`src/rtl/counter_ctrl_v2.sv`:
```
// Programmable up/down counter with integrated run-control FSM: one-shot or periodic
// operation, loop limit, pause/resume and abort.
module counter_ctrl_v2 #(
    parameter int unsigned CNT_WIDTH  = 7,
    parameter int unsigned LOOP_WIDTH = 4
) (
    input  logic                  clk,
    input  logic                  rst,
    input  logic                  start_i,
    input  logic                  abort_i,
    input  logic                  pause_i,
    input  logic                  mode_i,
    input  logic                  dir_i,
    input  logic [CNT_WIDTH-1:0]  cnt_val_i,
    input  logic [LOOP_WIDTH-1:0] loop_val_i,
    output logic [CNT_WIDTH-1:0]  cnt_o,
    output logic [LOOP_WIDTH-1:0] loop_cnt_o,
    output logic                  idle_o,
    output logic                  run_o,
    output logic                  pause_o,
    output logic                  done_o,
    output logic                  period_o
);

    localparam logic [CNT_WIDTH-1:0]  CntOne  = CNT_WIDTH'(1);
    localparam logic [LOOP_WIDTH-1:0] LoopOne = LOOP_WIDTH'(1);

    typedef enum logic [1:0] {StIdle, StRun, StPause, StDone} state_e;

    state_e                state_q, state_d;
    logic [CNT_WIDTH-1:0]  cnt_q, cnt_d;
    logic [CNT_WIDTH-1:0]  n_q, n_d;
    logic [LOOP_WIDTH-1:0] loop_q, loop_d;
    logic [LOOP_WIDTH-1:0] lim_q, lim_d;
    logic                  mode_q, mode_d;
    logic                  dir_q, dir_d;

    logic [CNT_WIDTH-1:0]  start_val;
    logic [CNT_WIDTH-1:0]  term_val;
    logic [LOOP_WIDTH-1:0] loop_inc;
    logic                  at_term;
    logic                  last_loop;

    // Up counts 0..N-1, down counts N-1..0; the reload value is the opposite end.
    assign start_val = dir_q ? (n_q - CntOne) : '0;
    assign term_val  = dir_q ? '0 : (n_q - CntOne);
    assign at_term   = (cnt_q == term_val);
    assign loop_inc  = loop_q + LoopOne;
    assign last_loop = !mode_q || ((lim_q != '0) && (loop_inc == lim_q));

    always_comb begin
        state_d = state_q;
        cnt_d   = cnt_q;
        loop_d  = loop_q;
        n_d     = n_q;
        lim_d   = lim_q;
        mode_d  = mode_q;
        dir_d   = dir_q;

        unique case (state_q)
            StIdle: begin
                if (start_i && (cnt_val_i != '0)) begin
                    n_d     = cnt_val_i;
                    lim_d   = loop_val_i;
                    mode_d  = mode_i;
                    dir_d   = dir_i;
                    cnt_d   = dir_i ? (cnt_val_i - CntOne) : '0;
                    loop_d  = '0;
                    state_d = StRun;
                end
            end
            StRun: begin
                if (abort_i) begin
                    cnt_d   = '0;
                    loop_d  = '0;
                    state_d = StIdle;
                end else if (pause_i) begin
                    state_d = StPause;
                end else if (at_term) begin
                    loop_d = loop_inc;
                    if (last_loop) begin
                        state_d = StDone;
                    end else begin
                        cnt_d = start_val;
                    end
                end else begin
                    cnt_d = dir_q ? (cnt_q - CntOne) : (cnt_q + CntOne);
                end
            end
            StPause: begin
                if (abort_i) begin
                    cnt_d   = '0;
                    loop_d  = '0;
                    state_d = StIdle;
                end else if (!pause_i) begin
                    state_d = StRun;
                end
            end
            StDone: begin
                // Final values were visible during DONE; clear them on the way out.
                cnt_d   = '0;
                loop_d  = '0;
                state_d = StIdle;
            end
            default: begin
                cnt_d   = '0;
                loop_d  = '0;
                state_d = StIdle;
            end
        endcase
    end

    always_ff @(posedge clk) begin
        if (rst) begin
            state_q <= StIdle;
            cnt_q   <= '0;
            loop_q  <= '0;
            n_q     <= '0;
            lim_q   <= '0;
            mode_q  <= 1'b0;
            dir_q   <= 1'b0;
        end else begin
            state_q <= state_d;
            cnt_q   <= cnt_d;
            loop_q  <= loop_d;
            n_q     <= n_d;
            lim_q   <= lim_d;
            mode_q  <= mode_d;
            dir_q   <= dir_d;
        end
    end

    assign cnt_o      = cnt_q;
    assign loop_cnt_o = loop_q;
    assign idle_o     = (state_q == StIdle);
    assign run_o      = (state_q == StRun);
    assign pause_o    = (state_q == StPause);
    assign done_o     = (state_q == StDone);
    assign period_o   = (state_q == StRun) && !abort_i && !pause_i && at_term;

endmodule
```
`config.mk`:
```
export PLATFORM = sky130hd
export DESIGN_NAME = counter_ctrl_v2
export DESIGN_NICKNAME = d
export VERILOG_FILES = /design/src/rtl/counter_ctrl_v2.sv
export SDC_FILE = /design/constraint.sdc
export NUM_CORES = 1
export LEC_CHECK = 0
export BUFFER_PORTS_ARGS = -buffer_cell sky130_fd_sc_hd__buf_4
export CAP_MARGIN = 20
export CORE_ASPECT_RATIO = 1.1
export CORE_MARGIN = 2
export CORE_UTILIZATION = 51
export DETAILED_ROUTE_END_ITERATION = 10
export PLACE_DENSITY = 0.75
export REMOVE_ABC_BUFFERS = 1
export SLEW_MARGIN = 20
export SYNTH_ARGS = -nofsm -noshare
export SYNTH_HDL_FRONTEND = slang
export SYNTH_SLANG_ARGS = --single-unit
```
`constraint.sdc`:
```
create_clock -name clk -period 2.5 [get_ports clk]
set_input_delay 0.125 -clock clk [delete_from_list [all_inputs] [get_ports clk]]
set_output_delay 0.125 -clock clk [all_outputs]
set_load 0.02 [all_outputs]
```
Word-level counts from Yosys, hierarchy flattened
Index checks and enable logic that the tools add are counted.

Flip-flop bits (word level): 26. Bits in latches: 0. Memory bits (writable): 0. Bits in read-only memories: 0. Output and inout port bits: 16. Word-level logic and storage cells: 66. Memories kept: 0.

$add $sub $neg: 5. Multipliers: 0. Div/mod/pow operators: 0. Magnitude comparators: 0. Eq/ne operators: 13. Shifts and indexed selects: 0. Mux-type cells: 25. Bitwise logic cells: 0. Reduce and logical (&&, ||, !) cells: 16.

Operator list (count): $mux 7 (10); $pmux 7 s4 (1); $sub 7x1->7 const B (3); $mux 4 (5); $pmux 4 s4 (1); $mux 2 (7); $reduce_and 4->1 (3); $ne 4x3->1 const B (2); $pmux 2 s4 (1); $add 7x1->7 const B (1); $eq 7x7->1 (1); $reduce_bool 7->1 (1); $ne 3x3->1 const B (2); $logic_and 1x1->1 (5); $add 4x1->4 const B (1); $eq 2x2->1 const B (2); $eq 4x4->1 (1); $ne 4x4->1 const B (1); $reduce_bool 4->1 (1); $logic_not 1->1 (3); $ne 3x2->1 const B (1); $eq 2x1->1 const B (1); $logic_not 2->1 (1); $ne 2x1->1 const B (1); other kinds (3) (3).

Logic depth before layout (Yosys ltp)
Depth in word-level cells: 9. Depth in mapped cells: 10.

Worst setup path before layout
Ideal clock, no wire load.

Path kind: register to register. Start point: reg n_q[0]. End point: reg loop_q[0] (netlist: loop_cnt_o[0]). Arrival: 2805 ps. Required time: 2440 ps. Setup slack: -364 ps. Cell stages (with the launch flop): 10. Buffers on the path: 0. Clock period less this slack: 2864 ps. Cell sequence: dfxtp_1 inv_1 ha_1 or3b_1 and3_1 o41ai_1 o2111a_1 nand2_2 nor3_1 o221a_2.

Cells in the longest elaborated chain, start to end: 5.

RTL lines: start: declaration (line 32) `logic [CNT_WIDTH-1:0] n_q, n_d;`; start signal: assignment (line 126) `n_q <= n_d;`; $sub 7x1->7 (line 46) `assign term_val = dir_q ? '0 : (n_q - CntOne);`; $mux 7 (line 46); $eq 7x7->1 (line 47) `assign at_term = (cnt_q == term_val);`; $ne 3x2->1 (no line); $reduce_and 4->1 (no line); end signal: assignment (line 125) `loop_q <= loop_d;`; end: declaration (line 33) `logic [LOOP_WIDTH-1:0] loop_q, loop_d;`.

Every way passes these cells. A chain may end at the register's enable or synchronous reset.

Final worst setup path
Start point: reg n_q[2]. End point: out period_o.

Cells in the longest elaborated chain, start to end: 4.

RTL lines: $sub 7x1->7 (line 46); $mux 7 (line 46); $eq 7x7->1 (line 47); $logic_and 1x1->1 (line 139) `assign period_o = (state_q == StRun) && !abort_i && !pause_i && at_term;`; end: declaration (line 22) `output logic period_o`.

Every way passes these cells.

==> results.yml <==
outcome:
  status: "finished with violations"
  failed_checks: "negative setup slack"
cts:
  clk_latency_ns: 0.28
  htreeDepth: 1
  cts_tree: "done"
  clockBufferDepth: 2
  cts.sinks: 26
  root_buffer: "clkbuf_8"
  holdBufCountCts: 0
  numCtsBuffers: 3
  clk_pin_slew_ns: 0.10
die:
  die_y_um: 70.9
  fp.dieW_um: 64.8
  rows: 24
  io_pins: 34
  initial_core_util_pct: 52.7
  coreArea_um2: 3930
  die_area_um2: 4590
setup_path:
  timing.rr.start: "n_q[2]"
  cp_slowest_cell: "o41ai_4"
  critical_path.top_delay_family: "simple AND/OR/NAND/NOR gates"
  cp_max_fo: 4
  crit_cells: 8
  endpoint_kind: "primary output"
  start_kind: "register"
  r2r.worst_path.cells: 9
  cpPeakStageDelay_ns: 0.40
  path_class: "reg2out"
  critPathRequiredTime_ns: 2.38
  path_cells: "or3_4 -> or3_4 -> mux2i_2 -> o41ai_4 -> buf_4 -> nand2_4 -> nor3_4 -> buf_6"
  r2r-end: "cnt_o[6]"
  cp.arrival_ns: 2.49
  path_buf_inv: 2
  rrSetupSlack_ns: -0.09
  cp_common_cell: "or3_4"
logic_synthesis:
  yosysWarnings: 0
  seq_area_frac_synth_pct: 25.1
  synth_cells: 268
  synth_ff_type: "dfxtp_1"
  ys_async_sr_fraction_pct: 0
  yosysTopAreaCell: "dfxtp_1"
  ys_seq_elements: 26
  synth_edf_count: 0
  syn_area_per_cell_um2: 7.74
  synth.top_cells.by_area: "dfxtp_1 25%, nand2_1 7.2%, a21oi_1 7.0%"
  synth_area_um2: 2070
  synth_top_cell_area_share_pct: 25.1
  post_synth_num_cell_types: 55
routing:
  via_per_inst: 5.63
  ant_nets: 0
  drcViolationCount: 0
  drt_iter0_drc: 135
  drt-total-wl_mm: 5.54
  vias: 2107
  wire_per_inst_um: 14.8
  firstDrtPassIters: 4
layout:
  drive_above_1_share_pct: 28.3
  fin_nets: 351
  layout_commonest_cell: "buf_4"
  areaGrowthSynthToFinish_pct: 31.4
  fin_area_um2: 2730
  diodes: 0
  fillerInstances: 328
  multi_input_area_um2: 1560
  seq_area_um2: 522
  final_core_util_pct: 69.3
  mostFrequentLayoutCells: "57 x buf_4, 40 x nand2_1, 26 x a21oi_1"
power_and_ir_drop:
  swShare_pct: 32.7
  p_sw_mw: 0.434
  total_power_mw: 1.33
  power_density_nw_per_um2: 487
  sequentialPowerShare_pct: 36.3
  p_int_mw: 0.894
  vdd_drop_max_uv: 281
  clkPwrFrac_pct: 27.2
  pwr-share-comb_pct: 36.5
  power_leakage_nw: 1.21
hold_path:
  worstHoldPathCells: 2
  whs_endpoint: "state_q[1]"
  hold_class: "in2reg"
  hold_start: "abort_i"
grt:
  grt_max_degree: 23
  grt_pass1_wl_mm: 9.26
  track_usage_pct: 25.7
  grt_pass1_vias: 2030
  gr-total-overflow: 0
  antenna_found_initial: 0
timing:
  drv_slew: 0
  clock_skew_ns: 0.00559
  worst_hold_slack_ns: 0.0379
  worst_slew_pin_slew_ns: 0.650
  worst_slack_ns: -0.117
  relSlewSlack_pct: 56.4
  hold_viol_final: 0
  rsz0062_at_grt: "yes"
  setup_viol: 8
  fmax_mhz: 382
  min_period_ns: 2.62
  period_share_pct: 105
flow_run:
  maxCapViolCount: 0
place:
  io_buffers: 33
  post-dp-hpwl_mm: 4.17
  placed_area_um2: 2500
  place_congestion: 0.891
[power by group through the flow]
stage / clock (mW) / sequential, mW / combinational, mW
finish: 0.362 / 0.482 / 0.485
global route: 0.381 / 0.487 / 0.530
CTS: 0.364 / 0.479 / 0.438
detailed placement: 0 / 0.488 / 0.420
global placement: 0 / 0.486 / 0.415
floorplan: 0 / 0.501 / 0.244
[cells by family (layout without fill, tap and decap cells)]
kind of cell	Yosys count	count (layout)	synth area share (%)
AND/OR/NAND/NOR	110	110	27.5
AO/OA/AOI/OAI	74	74	24.4
XOR/XNOR	20	20	9.17
multiplexers	6	6	2.90
adder cells (fa/ha/maj)	10	10	6.39
flip-flops	26	26	25.1
buffers and inverters	22	76	4.52
[Yosys cell counts, drive strengths merged, types with 7 or more instances]
master / instances
xnor2: 9
dfxtp: 26
ha: 9
nand2b: 10
or3: 8
a21oi: 30
o21ai: 12
inv: 12
and2: 7
clkbuf: 8
xor2: 10
nor2: 16
nand2: 41
[state kept, by name, summed over array words and instances (netlist names)]
name / count
mode_q: 1
cnt_o: 7
dir_q: 1
lim_q: 4
state_q: 2
n_q: 7
loop_cnt_o: 4
[worst max path at each step]
stage | endpoint | slack [ns] | startpoint
floorplan | loop_cnt_o[0] | -0.36 | n_q[0]
global placement | cnt_o[2] | -0.08 | n_q[2]
detailed placement | cnt_o[2] | -0.06 | n_q[0]
CTS | period_o | -0.13 | n_q[2]
global route | period_o | -0.18 | n_q[2]
finish | period_o | -0.12 | n_q[2]
[metal layers]
layer	GRT usage, %	vias to the layer above	routed length [µm]
li1	-	1059	-
met1	35.1	991	2540
met2	41.2	52	2680
met3	3.02	5	251
met4	10.6	0	74
met5	0	-	0
[layout make-up]
cell class                      count  share of cell area, %
Tap cell                           52                   2.39
Clock buffer                        3                   1.51
Inverter                           12                   1.65
Multi-Input combinational cell    220                   57.3
Timing Repair Buffer               60                   16.9
Sequential cell                    26                   19.1
Clock inverter                      1                   1.10
[stage by stage]
step           instances  setup TNS (ns)  setup WS [ns]
4_1_cts              369          -0.188         -0.131
5_1_grt              374           -1.36         -0.180
3_5_place_dp         364         -0.0878        -0.0643
6_report             374          -0.603         -0.117
2_1_floorplan        258          -0.582         -0.364
3_3_place_gp         364         -0.0970        -0.0752
[repair_timing]
item,4_1_cts,5_1_grt
gates resized for setup,8,17
buffers inserted,1,5
setup endpoints to repair,4,13
pin swaps,1,7
No activity file was read; power rests on OpenSTA's default activity.
